### config.mk
export PLATFORM = sky130hd
export DESIGN_NAME = regfile_loader
export DESIGN_NICKNAME = d
export VERILOG_FILES = /design/src/rtl/regfile_loader_pkg.sv /design/src/rtl/loader_cycle_counter.sv /design/src/rtl/regfile_loader.sv
export SDC_FILE = /design/constraint.sdc
export NUM_CORES = 1
export LEC_CHECK = 0
export ABC_AREA = 1
export CORE_UTILIZATION = 39
export DETAILED_ROUTE_END_ITERATION = 10
export HOLD_SLACK_MARGIN = 0.05
export PLACE_DENSITY = 0.95
export SLEW_MARGIN = 20
export SYNTH_ARGS = -nofsm -noshare
export SYNTH_HDL_FRONTEND = slang
export SYNTH_SLANG_ARGS = --single-unit
### constraint.sdc
create_clock -name clock -period 2.6 [get_ports clock]
set_input_delay 0.52 -clock clock [delete_from_list [all_inputs] [get_ports clock]]
set_output_delay 0.52 -clock clock [all_outputs]
set_load 0.01 [all_outputs]
### src/rtl/regfile_loader_pkg.sv
// ============================================================================
// Module : regfile_loader_pkg
// Purpose: Shared types and defaults for the register-file loader.
//          Holds the loader state encoding, default widths and the
//          saturation limit of the accepted-beat counter.
// Rev    : 1.0  initial release
// ============================================================================
`default_nettype none

package regfile_loader_pkg;

  localparam int DEF_REG_BITS       = 5;
  localparam int DEF_DATA_BITS      = 32;
  localparam int DEF_CYC_BITS       = 10;
  localparam int DEF_TIMEOUT_CYCLES = 1024;

  localparam int LOAD_COUNT_BITS    = 6;
  localparam int LOAD_COUNT_MAX     = 63;

  typedef enum logic [1:0] {
    LOAD    = 2'd0,
    RELEASE = 2'd1,
    RUN     = 2'd2,
    DONE    = 2'd3
  } state_t;

endpackage

`default_nettype wire

### src/rtl/loader_cycle_counter.sv
// ============================================================================
// Module : loader_cycle_counter
// Purpose: Clearable up-counter with a terminal-count flag. Used for the run
//          budget and for the idle timeout of the loader.
// Ports  : clock    - rising-edge clock
//          reset    - asynchronous active-low reset (count -> 0)
//          clear    - synchronous clear, wins over enable
//          enable   - count up by one on this edge
//          terminal - value at which tc is raised
//          tc       - count equals terminal (combinational)
// Rev    : 1.0  initial release
// ============================================================================
`default_nettype none

module loader_cycle_counter #(
  parameter int WIDTH = 10
) (
  input  logic             clock,
  input  logic             reset,
  input  logic             clear,
  input  logic             enable,
  input  logic [WIDTH-1:0] terminal,
  output logic             tc
);

  logic [WIDTH-1:0] count;

  always_ff @(posedge clock or negedge reset) begin
    if (!reset) begin
      count <= '0;
    end else if (clear) begin
      count <= '0;
    end else if (enable) begin
      count <= count + 1'b1;
    end
  end

  assign tc = (count == terminal);

endmodule

`default_nettype wire

### src/rtl/regfile_loader.sv
// ============================================================================
// Module : regfile_loader
// Purpose: Preloads the processor register file from a host (index, value)
//          stream while holding the processor in reset, then runs the
//          processor for a programmed number of cycles and freezes the
//          register file by blocking all further writes.
// Macro  : LOADER_TIMEOUT_EN - when defined, an idle counter in LOAD forces
//          a release after TIMEOUT_CYCLES edges without an accepted beat and
//          raises the sticky timeout flag. When undefined, LOAD waits
//          indefinitely and timeout is tied low.
// Ports  : clock, reset(async, active-low)
//          in_valid/in_ready/in_reg/in_data/in_last - host load stream
//          num_cycles - run budget, sampled in RELEASE
//          cpu_reset  - active-high processor reset
//          cpu_we/cpu_wreg/cpu_wdata - processor write port (input side)
//          rf_we/rf_wreg/rf_wdata    - register file write port (output side)
//          load_count - accepted beats, saturating at 63
//          run_done   - budget exhausted, register file frozen
//          timeout    - forced release occurred
// Rev    : 1.0  initial release
// ============================================================================
`default_nettype none

module regfile_loader
  import regfile_loader_pkg::*;
#(
  parameter int REG_BITS       = DEF_REG_BITS,
  parameter int DATA_BITS      = DEF_DATA_BITS,
  parameter int CYC_BITS       = DEF_CYC_BITS,
  parameter int TIMEOUT_CYCLES = DEF_TIMEOUT_CYCLES
) (
  input  logic                       clock,
  input  logic                       reset,
  input  logic                       in_valid,
  output logic                       in_ready,
  input  logic [REG_BITS-1:0]        in_reg,
  input  logic [DATA_BITS-1:0]       in_data,
  input  logic                       in_last,
  input  logic [CYC_BITS-1:0]        num_cycles,
  output logic                       cpu_reset,
  input  logic                       cpu_we,
  input  logic [REG_BITS-1:0]        cpu_wreg,
  input  logic [DATA_BITS-1:0]       cpu_wdata,
  output logic                       rf_we,
  output logic [REG_BITS-1:0]        rf_wreg,
  output logic [DATA_BITS-1:0]       rf_wdata,
  output logic [LOAD_COUNT_BITS-1:0] load_count,
  output logic                       run_done,
  output logic                       timeout
);

  state_t              state;
  state_t              state_next;
  logic                accept;
  logic                run_tc;
  logic                idle_expire;
  logic [CYC_BITS-1:0] budget;

  assign accept = in_valid & in_ready;

  // State register
  always_ff @(posedge clock or negedge reset) begin
    if (!reset) begin
      state <= LOAD;
    end else begin
      state <= state_next;
    end
  end

  // Next-state logic
  always_comb begin
    state_next = state;
    case (state)
      LOAD: begin
        if ((accept && in_last) || idle_expire) begin
          state_next = RELEASE;
        end
      end
      // num_cycles is being latched on this same edge, so decide on it directly
      RELEASE: state_next = (num_cycles == '0) ? DONE : RUN;
      RUN: begin
        if (run_tc) begin
          state_next = DONE;
        end
      end
      DONE:    state_next = DONE;
      default: state_next = LOAD;
    endcase
  end

  // Output logic
  always_comb begin
    // reset is folded in so in_ready is low for the whole time reset is held
    in_ready  = (state == LOAD) && reset;
    cpu_reset = (state == LOAD) || (state == RELEASE);
    run_done  = (state == DONE);
    rf_we     = 1'b0;
    rf_wreg   = cpu_wreg;
    rf_wdata  = cpu_wdata;
    case (state)
      LOAD: begin
        // register 0 is hardwired, so beats to it are counted but not written
        rf_we    = accept && (in_reg != '0);
        rf_wreg  = in_reg;
        rf_wdata = in_data;
      end
      RUN:     rf_we = cpu_we;
      default: rf_we = 1'b0;
    endcase
  end

  // Accepted-beat counter, saturating
  always_ff @(posedge clock or negedge reset) begin
    if (!reset) begin
      load_count <= '0;
    end else if (accept && (load_count != LOAD_COUNT_BITS'(LOAD_COUNT_MAX))) begin
      load_count <= load_count + 1'b1;
    end
  end

  // Run budget latch
  always_ff @(posedge clock or negedge reset) begin
    if (!reset) begin
      budget <= '0;
    end else if (state == RELEASE) begin
      budget <= num_cycles;
    end
  end

  // Run counter starts at 0 on entry to RUN; leaving on count == budget-1
  // gives exactly budget rising edges in RUN.
  loader_cycle_counter #(
    .WIDTH (CYC_BITS)
  ) u_run_counter (
    .clock    (clock),
    .reset    (reset),
    .clear    (state != RUN),
    .enable   (state == RUN),
    .terminal (budget - 1'b1),
    .tc       (run_tc)
  );

`ifdef LOADER_TIMEOUT_EN
  localparam int IDLE_BITS = $clog2(TIMEOUT_CYCLES) + 1;

  logic idle_tc;
  logic timeout_flag;

  loader_cycle_counter #(
    .WIDTH (IDLE_BITS)
  ) u_idle_counter (
    .clock    (clock),
    .reset    (reset),
    .clear    ((state != LOAD) || accept),
    .enable   (state == LOAD),
    .terminal (IDLE_BITS'(TIMEOUT_CYCLES - 1)),
    .tc       (idle_tc)
  );

  // An accepted beat on the terminal edge restarts the idle window instead
  assign idle_expire = (state == LOAD) && idle_tc && !accept;

  always_ff @(posedge clock or negedge reset) begin
    if (!reset) begin
      timeout_flag <= 1'b0;
    end else if (idle_expire) begin
      timeout_flag <= 1'b1;
    end
  end

  assign timeout = timeout_flag;
`else
  assign idle_expire = 1'b0;
  assign timeout     = 1'b0;
`endif

endmodule

`default_nettype wire

==> results_dict.tcl <==
set metrics [dict create \
    rsz0062_at_grt "yes" \
    wl_um 7040 \
    critPathArrivalTime_ns 1.99 \
    synthToLayoutAreaGrowth_pct 72.7 \
    cts_root_buf "clkbuf_8" \
    crit_family "buffers and inverters" \
    ys_ff_latch 28 \
    power_density_nw_per_um2 541 \
    stdcell_count 540 \
    ir_worst_vdd_uv 316 \
    row_count 26 \
    syn-cell-area_um2 2070 \
    syn-instance-count 337 \
    design_area_um2 3580 \
    holdBufCountCts 0 \
    syn_avg_cell_area_um2 6.15 \
    hold_class "flip-flop to flip-flop" \
    cts_setup_buffers 0 \
    reg2reg_to "state[0]" \
    routedWlPerCell_um 13.0 \
    hpwlAfterDp_um 5760 \
    drc 0 \
    yosysSeqAreaShare_pct 33.8 \
    via_count 2572 \
    cts-resized-gates 2 \
    pin_count 137 \
    hold_path_end "u_run_counter.count[0]" \
    path_cells "nor2_4, buf_4, nand2_1, nand2_1, clkdlybuf4s50_1" \
    firstDrtPassIters 5 \
    status "finished, final reports clean" \
    gp_congestion 0.935 \
    grt_use_total_pct 24.5 \
    grt_antenna_before_repair 0 \
    drt_iter0_drc 197 \
    path_class "flip-flop to output pin" \
    fmax_mhz 398 \
    diodes 0 \
    core_region_area_um2 5110 \
    fp.dieW_um 74.9 \
    start_util_pct 40.6 \
    cp-start-kind "flip-flop" \
    final_cell_mix "nand2_1, clkdlybuf4s50_1, inv_1" \
    final_core_util_pct 70.1 \
    synth_cell_types 22 \
    die_h_um 74.9 \
    min_from "u_run_counter.count[0]" \
    grt_max_degree 36 \
    fin_skew_ns 0.00315 \
    final-hold-violation-count 0 \
    cts-htree-levels 1 \
    yosysTopAreaCellShare_pct 33.8 \
    setup.worst_path.end_class "output pin" \
    dieArea_um2 5610 \
    path_buf_inv 2 \
    synth_top_area_cell "dfrtp_1" \
    clock-sinks 28 \
    layout_min_cycle_time_ns 2.51 \
    cts_made_buffers 3 \
    placement.setup.worst_slack_ns 0.0348 \
    cp_max_fo 35 \
    grt_pass1_wl_um 10400 \
    cpMostUsedCell "nand2_1" \
    placed_cells_incl_taps 536 \
    final.period_utilization_pct 96.6 \
    hold_depth 1 \
    reg2regPathDepth 11 \
    critical-path-max-stage-delay_ns 0.56 \
    slowest_stage "clkdlybuf4s50_1" \
    regToRegStartpoint "budget[0]" \
    synthTopCellsByArea "dfrtp_1, nand2_1, inv_1, nor2_1, nand3_1" \
    layout_commonest_cell "nand2_1" \
    routed_via_density 4.76 \
    port_buffers 135 \
    finalSetupViolations 0 \
    clk_pin_slew_ns 0.09 \
    maxCapViolCount 0 \
    clk_latency_ns 0.27 \
    synth_nets 429 \
    required_ns 2.08 \
    ant_nets 0 \
    p_leak_uw 0.00172 \
    cts.path.max_buffers 2 \
    final_layout_size_suffix_gt1_share_pct 3.40 \
    final.setup.worst_slack_ns 0.0891 \
    grt_overflow 0 \
    fin_nets 563 \
    cts_tree "yes" \
    placed_cell_area_um2 3500 \
    reg2reg_slack_ns 0.92 \
    slew_viol_final 0 \
    ys_warn_count 0 \
    first_global_vias 2420 \
]
## per-stage QoR
step / total power (uW) / hold WS, ns / setup TNS [ns]
floorplan: 1180 / 0.224 / 0
global placement: 1540 / 0.477 / 0
detailed placement: 1590 / 0.490 / 0
CTS: 1940 / 0.512 / 0
global route: 2080 / 0.532 / -0.0342
finish: 1940 / 0.514 / 0
## sequential cells by signal, indices dropped and copies added, names as in the netlist
name                 count
budget                  10
u_run_counter.count     10
load_count               6
state                    2
## logic make-up (layout without fill, tap and decap cells)
group                    Yosys count  in the layout  share of synthesized area [%]
AO/OA/AOI/OAI                     25             25                           6.16
XOR/XNOR                          13             13                           5.49
adder cells (fa/ha/maj)            3              3                           1.81
buffers and inverters             43            176                           7.97
flip-flops                        28             28                           33.8
multiplexers                       1              1                          0.543
other                              1              1                          0.181
AND/OR/NAND/NOR                  223            223                           44.1
## cells in the mapped netlist, drive strengths merged
cell type	number
nor2	31
ha	3
nor3	4
a21o	1
xnor2	5
inv	32
buf	1
nor4	4
a21oi	8
o21ai	16
nor3b	1
nand3	18
xor2	8
mux2	1
dfrtp	28
clkbuf	10
conb	1
nand2	165
## routing by layer
metal	part of all wire (%)	global-route usage (%)	wire, um
met4	2.2	9.01	152
met2	50	41.1	3490
met3	8.4	8.97	594
met1	40	28.8	2810
met5	0	0	0
## layout make-up
cell class,count,area [um^2]
Fill cell,403,1530
Inverter,32,121
Clock buffer,3,41.3
Timing Repair Buffer,140,1390
Multi-Input combinational cell,266,1210
Sequential cell,28,701
Tap cell,70,87.6
Clock inverter,1,30.0
## how the worst max path moves through the flow
stage / startpoint / end / slack (ns) / cells after the start
4_1_cts: state[1] / rf_wdata[2] / 0.07 / 6
5_1_grt: state[1] / rf_wreg[4] / -0.02 / 5
3_5_place_dp: reset / rf_we / 0.03 / 6
6_report: state[1] / rf_wreg[4] / 0.09 / 5
3_3_place_gp: reset / rf_we / 0.04 / 6
2_1_floorplan: state[1] / rf_we / 0.90 / 5
## power breakdown
group	internal, uW	leakage, uW	switching [uW]
clock network	206	0.0000357	134
logic	443	0.00133	464
registers	556	0.000356	133
Note: power is estimated with default switching activity, not from simulation.
